$ cat config.mk
export PLATFORM = sky130hd
export DESIGN_NAME = synapse_weight_sequencer
export DESIGN_NICKNAME = d
export VERILOG_FILES = /design/src/rtl/snn_seq_pkg.sv /design/src/rtl/spike_priority_encoder.sv /design/src/rtl/synapse_weight_sequencer.sv
export SDC_FILE = /design/constraint.sdc
export NUM_CORES = 1
export LEC_CHECK = 0
export BUFFER_PORTS_ARGS = -buffer_cell sky130_fd_sc_hd__buf_2
export CORE_UTILIZATION = 54
export DETAILED_ROUTE_END_ITERATION = 10
export GPL_ROUTABILITY_DRIVEN = 0
export PLACE_DENSITY = 0.8
export SLEW_MARGIN = 20
export SYNTH_ARGS = -nofsm -noshare
export SYNTH_HDL_FRONTEND = slang
export SYNTH_SLANG_ARGS = --single-unit
$ cat constraint.sdc
create_clock -name clk -period 3.02 [get_ports clk]
set_input_delay 0.151 -clock clk [delete_from_list [all_inputs] [get_ports clk]]
set_output_delay 0.151 -clock clk [all_outputs]
set_load 0.03 [all_outputs]
$ cat src/rtl/snn_seq_pkg.sv
// Shared types and constants for the synapse weight sequencer.
//   seq_state_e    : sequencer FSM states
//   DRAIN_CYCLES   : cycles spent waiting for the last read to land on weightData
//   MEM_RD_LATENCY : weight memory read latency (data valid one cycle after memRdEn)
package snn_seq_pkg;

  typedef enum logic [1:0] {
    IDLE   = 2'd0,
    SCAN   = 2'd1,
    DRAIN  = 2'd2,
    UPDATE = 2'd3
  } seq_state_e;

  localparam int unsigned DRAIN_CYCLES   = 2;
  localparam int unsigned MEM_RD_LATENCY = 1;
  localparam int unsigned DRAIN_CNT_W    = 2;

endpackage

$ cat src/rtl/spike_priority_encoder.sv
// Lowest-set-bit finder over the spike snapshot (used by the skip-zero scan).
// Ports:
//   spikes_i        : spike vector to search
//   lowest_idx_c_o  : index of the lowest set bit (0 when none set), combinational
//   any_set_c_o     : at least one bit set, combinational
module spike_priority_encoder #(
  parameter int unsigned NUM_INPUT  = 64,
  parameter int unsigned ADDR_WIDTH = $clog2(NUM_INPUT)
) (
  input  logic [NUM_INPUT-1:0]  spikes_i,
  output logic [ADDR_WIDTH-1:0] lowest_idx_c_o,
  output logic                  any_set_c_o
);

  // Descending walk so the lowest set index is the last one written.
  always_comb begin
    lowest_idx_c_o = '0;
    for (int i = NUM_INPUT - 1; i >= 0; i--) begin
      if (spikes_i[i]) lowest_idx_c_o = ADDR_WIDTH'(i);
    end
  end

  assign any_set_c_o = |spikes_i;

endmodule

$ cat src/rtl/synapse_weight_sequencer.sv
// Synapse weight sequencer: snapshots a spike vector on start, reads the weight
// of every spiking input from weight memory in ascending index order, streams
// the weights (zero when not valid) to the neuron, then pulses updateEnable.
// Optional build macro SPIKE_SKIP_ZERO_EN: scan only the set bits of the
// snapshot instead of walking every index.
// Ports:
//   clk, reset    : clock (rising edge), asynchronous active-low reset
//   start         : timestep request, accepted only when idle
//   inSpikes      : spike vector, captured on an accepted start
//   memRdEn/Addr  : weight memory read strobe and address (input index)
//   memRdData     : read data, valid one cycle after memRdEn
//   weightData    : weight to the neuron, 0 unless weightValid
//   weightValid   : weightData carries a fetched weight
//   updateEnable  : one-cycle pulse after the last weight
//   busy          : sequencer not idle
//   spikeCount    : reads issued this timestep, held until the next start
module synapse_weight_sequencer
  import snn_seq_pkg::*;
#(
  parameter int unsigned DATA_WIDTH = 16,
  parameter int unsigned NUM_INPUT  = 64,
  parameter int unsigned ADDR_WIDTH = $clog2(NUM_INPUT)
) (
  input  logic                  clk,
  input  logic                  reset,
  input  logic                  start,
  input  logic [NUM_INPUT-1:0]  inSpikes,
  output logic                  memRdEn,
  output logic [ADDR_WIDTH-1:0] memAddr,
  input  logic [DATA_WIDTH-1:0] memRdData,
  output logic [DATA_WIDTH-1:0] weightData,
  output logic                  weightValid,
  output logic                  updateEnable,
  output logic                  busy,
  output logic [ADDR_WIDTH:0]   spikeCount
);

  localparam int unsigned CNT_W = ADDR_WIDTH + 1;

  seq_state_e             state_q, state_d;
  logic [NUM_INPUT-1:0]   snap_q, snap_d;
  logic [ADDR_WIDTH-1:0]  idx_q, idx_d;
  logic [DRAIN_CNT_W-1:0] drain_q, drain_d;
  logic [CNT_W-1:0]       count_q, count_d;
  logic                   rd_en_q, rd_en_d;
  logic [ADDR_WIDTH-1:0]  addr_q, addr_d;
  logic                   upd_q, upd_d;
  logic                   busy_q, busy_d;
  logic                   rd_pending_q;
  logic [DATA_WIDTH-1:0]  wdata_q;
  logic                   wvalid_q;

`ifdef SPIKE_SKIP_ZERO_EN
  logic [NUM_INPUT-1:0]  enc_vec;
  logic [ADDR_WIDTH-1:0] enc_idx;
  logic                  enc_any;

  // Idle searches the live input so the first read issues on the accepting edge.
  assign enc_vec = (state_q == IDLE) ? inSpikes : snap_q;

  spike_priority_encoder #(
    .NUM_INPUT  (NUM_INPUT),
    .ADDR_WIDTH (ADDR_WIDTH)
  ) u_enc (
    .spikes_i       (enc_vec),
    .lowest_idx_c_o (enc_idx),
    .any_set_c_o    (enc_any)
  );
`endif

  // Next-state logic; output registers are loaded from the next state so the
  // read strobe and update pulse line up with the state they belong to.
  always_comb begin
    state_d = state_q;
    snap_d  = snap_q;
    idx_d   = idx_q;
    drain_d = drain_q;
    count_d = count_q;
    if (rd_en_q) count_d = count_q + CNT_W'(1);

    case (state_q)
      IDLE: begin
        if (start) begin
          count_d = '0;
`ifdef SPIKE_SKIP_ZERO_EN
          if (enc_any) begin
            state_d = SCAN;
            idx_d   = enc_idx;
            snap_d  = inSpikes & ~(NUM_INPUT'(1) << enc_idx);
          end else begin
            state_d = DRAIN;
            drain_d = '0;
            snap_d  = '0;
          end
`else
          state_d = SCAN;
          idx_d   = '0;
          snap_d  = inSpikes;
`endif
        end
      end
      SCAN: begin
`ifdef SPIKE_SKIP_ZERO_EN
        // snap_q holds only the bits not yet issued.
        if (enc_any) begin
          idx_d  = enc_idx;
          snap_d = snap_q & ~(NUM_INPUT'(1) << enc_idx);
        end else begin
          state_d = DRAIN;
          drain_d = '0;
        end
`else
        if (idx_q == ADDR_WIDTH'(NUM_INPUT - 1)) begin
          state_d = DRAIN;
          drain_d = '0;
        end else begin
          idx_d = idx_q + ADDR_WIDTH'(1);
        end
`endif
      end
      DRAIN: begin
        if (drain_q == DRAIN_CNT_W'(DRAIN_CYCLES - 1)) state_d = UPDATE;
        else drain_d = drain_q + DRAIN_CNT_W'(1);
      end
      UPDATE:  state_d = IDLE;
      default: state_d = IDLE;
    endcase

`ifdef SPIKE_SKIP_ZERO_EN
    rd_en_d = (state_d == SCAN);
`else
    rd_en_d = (state_d == SCAN) && snap_d[idx_d];
`endif
    addr_d = (state_d == SCAN) ? idx_d : '0;
    upd_d  = (state_d == UPDATE);
    busy_d = (state_d != IDLE);
  end

  // FSM and output registers.
  always_ff @(posedge clk or negedge reset) begin
    if (!reset) begin
      state_q <= IDLE;
      snap_q  <= '0;
      idx_q   <= '0;
      drain_q <= '0;
      count_q <= '0;
      rd_en_q <= 1'b0;
      addr_q  <= '0;
      upd_q   <= 1'b0;
      busy_q  <= 1'b0;
    end else begin
      state_q <= state_d;
      snap_q  <= snap_d;
      idx_q   <= idx_d;
      drain_q <= drain_d;
      count_q <= count_d;
      rd_en_q <= rd_en_d;
      addr_q  <= addr_d;
      upd_q   <= upd_d;
      busy_q  <= busy_d;
    end
  end

  // Read return pipeline; weightData is zeroed when idle since the neuron
  // accumulates it every cycle.
  always_ff @(posedge clk or negedge reset) begin
    if (!reset) begin
      rd_pending_q <= 1'b0;
      wdata_q      <= '0;
      wvalid_q     <= 1'b0;
    end else begin
      rd_pending_q <= rd_en_q;
      wdata_q      <= rd_pending_q ? memRdData : '0;
      wvalid_q     <= rd_pending_q;
    end
  end

  assign memRdEn      = rd_en_q;
  assign memAddr      = addr_q;
  assign weightData   = wdata_q;
  assign weightValid  = wvalid_q;
  assign updateEnable = upd_q;
  assign busy         = busy_q;
  assign spikeCount   = count_q;

endmodule
==> out/qor.csv <==
stage;metric;value;unit
critical_path;critical path class;register to register;
hold_path;Worst Hold Depth;2;
grt;Total GRT Usage;0.265;
critical_path;arrival time at the worst endpoint;3200;ps
place;Placed Area;5600;um2
critical_path;cell family with the largest share of critical-path delay;compound AO/OA/AOI/OAI gates;
timing;fin crit period;2880;ps
logic_synthesis;Post-Synth Simple-Gate Area;0.213;
floorplanning;die area;9540;um2
cts;CTS tree;built;
power_and_ir_drop;sw power;2.50;mW
status;violated checks;design-rule violations;
logic_synthesis;Main synth FF type;dfrtp_1;
finish;share of layout cells above drive strength 1;0.252;
logic_synthesis;asr flop ratio synth;1.00;
floorplanning;core area;8810;um2
drt;drt drc;8;
place;port bufs;115;
finish;layout net count;744;
hold_path;Min-Delay Endpoint;weightData[13]$_DFF_PN0_;
finish;area delta synth->final;22.8;%
logic_synthesis;count of unique library cells instantiated by Yosys;53;
drt;length of routed wiring on met1;5280;um
logic_synthesis;Synth top area share;0.547;
drt;WL final;12100;um
grt;antenna violations before repair;0;
floorplanning;number of I/O pins;116;
critical_path;Worst path max stage delay;580;ps
grt;first-pass GRT wire length;19900;um
critical_path;Crit. End Element;register;
finish;Final Util;0.689;
power_and_ir_drop;Pwr Density;967;nW/um2
finish;fillers;678;
cts;H-tree depth;3;
timing;Fmax;347;MHz
critical_path;R2R Path End;memRdEn$_DFF_PN0_;
logic_synthesis;Syn Inst Count;516;
cts;latest clock arrival within the worst-skew pair;380;ps
drt;drt first pass iters;9;
cts;TritonCTS buffer count;9;
drt;vias per inst;5.55;
floorplanning;die height;97.7;um
logic_synthesis;Post-synth EDFFs;0;
place;post-DP HPWL;8320;um
timing;Tightest Pin Transition;721;ps
floorplanning;Die X;97.7;um
timing;final hold vios;0;
timing;max_slew headroom;0.514;
floorplanning;# rows;34;
cts;clk sink count;108;
logic_synthesis;compound-cell area share of the yosys netlist;0.118;
status;status;complete, but fails checks;
power_and_ir_drop;Switching Share;0.426;
critical_path;worst path required time;3330;ps
drt;met2 routed WL;5800;um
logic_synthesis;largest family of logic cells by synthesized area;simple AND/OR/NAND/NOR gates;
cts;CTS clk-pin slew, worst paths;100;ps
timing;Final setup violation count;0;
grt;vias in the first global route;4130;
critical_path;Max FO, Critical Path;8;
run;Max Cap Viol;0;
logic_synthesis;Cell Area, Synth;4940;um2
grt;pin count of the biggest net entering global routing;60;
critical_path;CP max stage cell;o21ai_0;
critical_path;flop2flop setup slack;140;ps
logic_synthesis;FF+latch count, synth;108;
critical_path;Worst path most repeated cell;nand2_1;
timing;Min Hold Slack;0.153;ps
timing;post-route setup slack;135;ps
logic_synthesis;xor-xnor portion of the synthesized cell area;0.00886;
logic_synthesis;post-synthesis mux area share;0.0552;
timing;final cycle utilization of the critical path;0.955;
drt;DRC marker count from the first detailed-route iteration;268;
finish;post-route cell area;6070;um2
logic_synthesis;top cells by area, synth;dfrtp_1 55%, nand2_1 13%, mux2_2 3.2%;
drt;met3 wire len;696;um
logic_synthesis;syn avg cell area;9.58;um2
place;Post-Place Setup Slack;168;ps
drt;via count;4253;
floorplanning;initial core utilization;0.561;
power_and_ir_drop;Reg power frac;0.375;
critical_path;crit path cell chain;ha_1 > and4_1 > nand2_1 > a21oi_1 > o21ai_0 > nand2_1 > o32ai_1 > a21o_1;
drt;post-route antenna net violation count;0;
cts;postcts setup bufs;0;
critical_path;R2R Path Start;idx_q[0]$_DFF_PN0_;
hold_path;hold wc startpoint;memRdData[13];
critical_path;CP bufs+invs;0;
critical_path;critical path launch point type;register;
power_and_ir_drop;LEAKAGE;3.14;nW
power_and_ir_drop;Comb pwr share;0.490;
drt;wire per inst;15.8;um
power_and_ir_drop;Pwr Total;5.87;mW
cts;clock root buffer;clkbuf_8;
logic_synthesis;leading area contributor after synthesis;dfrtp_1;
power_and_ir_drop;clock power share;0.134;
grt;total grt overflow;0;
cts;CTS max path bufs;2;
critical_path;Worst Reg-to-Reg Cells;8;
logic_synthesis;register area share after synthesis;0.547;
finish;antenna cells;0;
timing;Final Skew;16.2;ps
drt;top routing layer in use;met4;
hold_path;worst hold path type;input port to register;
power_and_ir_drop;Max VDD drop;0.480;mV
logic_synthesis;Net Count, Synth;605;
power_and_ir_drop;Int Power;3.37;mW
logic_synthesis;Synth Warn #;0;
logic_synthesis;post-synthesis adder-cell area fraction;0.0152;
timing;max-slew violations;0;
## cell usage after synthesis, types with 3 or more instances
master      n
nand2_1   168
dfrtp_1   108
nor2_1     38
and2_1     19
o21ai_0    18
a21oi_1    14
mux2_2     14
buf_2      11
inv_1      10
mux2i_1     9
o211ai_1    9
clkbuf_1    8
or3_1       8
ha_1        6
o22ai_1     6
nand3_1     5
buf_4       4
buf_6       4
nand4_1     4
nor3_1      4
xor2_1      4
a21o_1      3
and3_1      3
## kinds of logic after synthesis
family	Yosys count
AOI/OAI and AO/OA	79
xor gates and xnor gates	5
adders and majority gates	6
buffers and inverters	41
DFF	108
muxes	25
and+or+nand+nor	252
## area by class of cell
cell class / instances / area, um2 / share of cell area
inverter: 14 / 56.3 / 0.00928
sequential: 108 / 2700 / 0.445
multi-input combinational: 367 / 2030 / 0.335
clock buffer: 11 / 141 / 0.0233
clock inverter: 3 / 23.8 / 0.00392
timing repair buffer: 155 / 978 / 0.161
tap: 108 / 135 / 0.0223
## metrics by stage
step	TNS [ps]	instances
after global routing	-62.2	766
after floorplan	0	516
final	0	766
after global placement	0	722
after detailed placement	0	722
after CTS	0	766
## power by group through the flow
stage / clock (mW) / sequential, mW / combinational, mW
after global routing: 0.858 / 2.25 / 3.16
after global placement: 0 / 2.19 / 2.69
after floorplan: 0 / 2.33 / 1.95
after detailed placement: 0 / 2.22 / 2.77
after CTS: 0.803 / 2.19 / 2.82
final: 0.789 / 2.20 / 2.88
## routing by layer
| layer | up-vias | global-route usage |
|---|---|---|
| li1 | 2001 | - |
| met1 | 2047 | 0.372 |
| met2 | 173 | 0.423 |
| met3 | 32 | 0.0331 |
| met4 | 0 | 0.101 |
| met5 | - | 0 |
## cells in the final DEF, fill, tap and decap left out, drive strengths merged, types with 3 or more instances in the layout
master         n
mux2          15
or3            8
buf          125
o211ai        10
nand3          5
ha             6
a21o           4
nand4          4
dlygate4sd3   30
nand2        169
mux2i         10
and2          19
o21ai         18
nor2          38
and3           3
nor3           4
o22ai          6
dfrtp        108
clkbuf        11
a21oi         14
xor2           4
inv           13
## repair_timing
action | 4_1_cts | 5_1_grt
endpoints found under the hold margin | 78 | 0
resized for setup | 0 | 3
setup endpoints to repair | 0 | 1
hold buffers | 30 | 0
## registers in the layout, summed over array words and instances (netlist names)
signal and count:
busy 1, drain_q 2, idx_q 6, memAddr 6, memRdEn 1, rd_pending_q 1, snap_q 64, spikeCount 7
state_q 2, updateEnable 1, weightData 16, weightValid 1
## worst max path at each step
stage	from	to	cells after the start
6_report	idx_q[0]$_DFF_PN0_	memRdEn$_DFF_PN0_	8
2_1_floorplan	state_q[0]$_DFF_PN0_	memRdEn$_DFF_PN0_	13
5_1_grt	idx_q[0]$_DFF_PN0_	memRdEn$_DFF_PN0_	8
3_3_place_gp	state_q[0]$_DFF_PN0_	memRdEn$_DFF_PN0_	10
3_5_place_dp	state_q[1]$_DFF_PN0_	memRdEn$_DFF_PN0_	11
4_1_cts	state_q[1]$_DFF_PN0_	memRdEn$_DFF_PN0_	11
(Power assumes the default switching activity.)
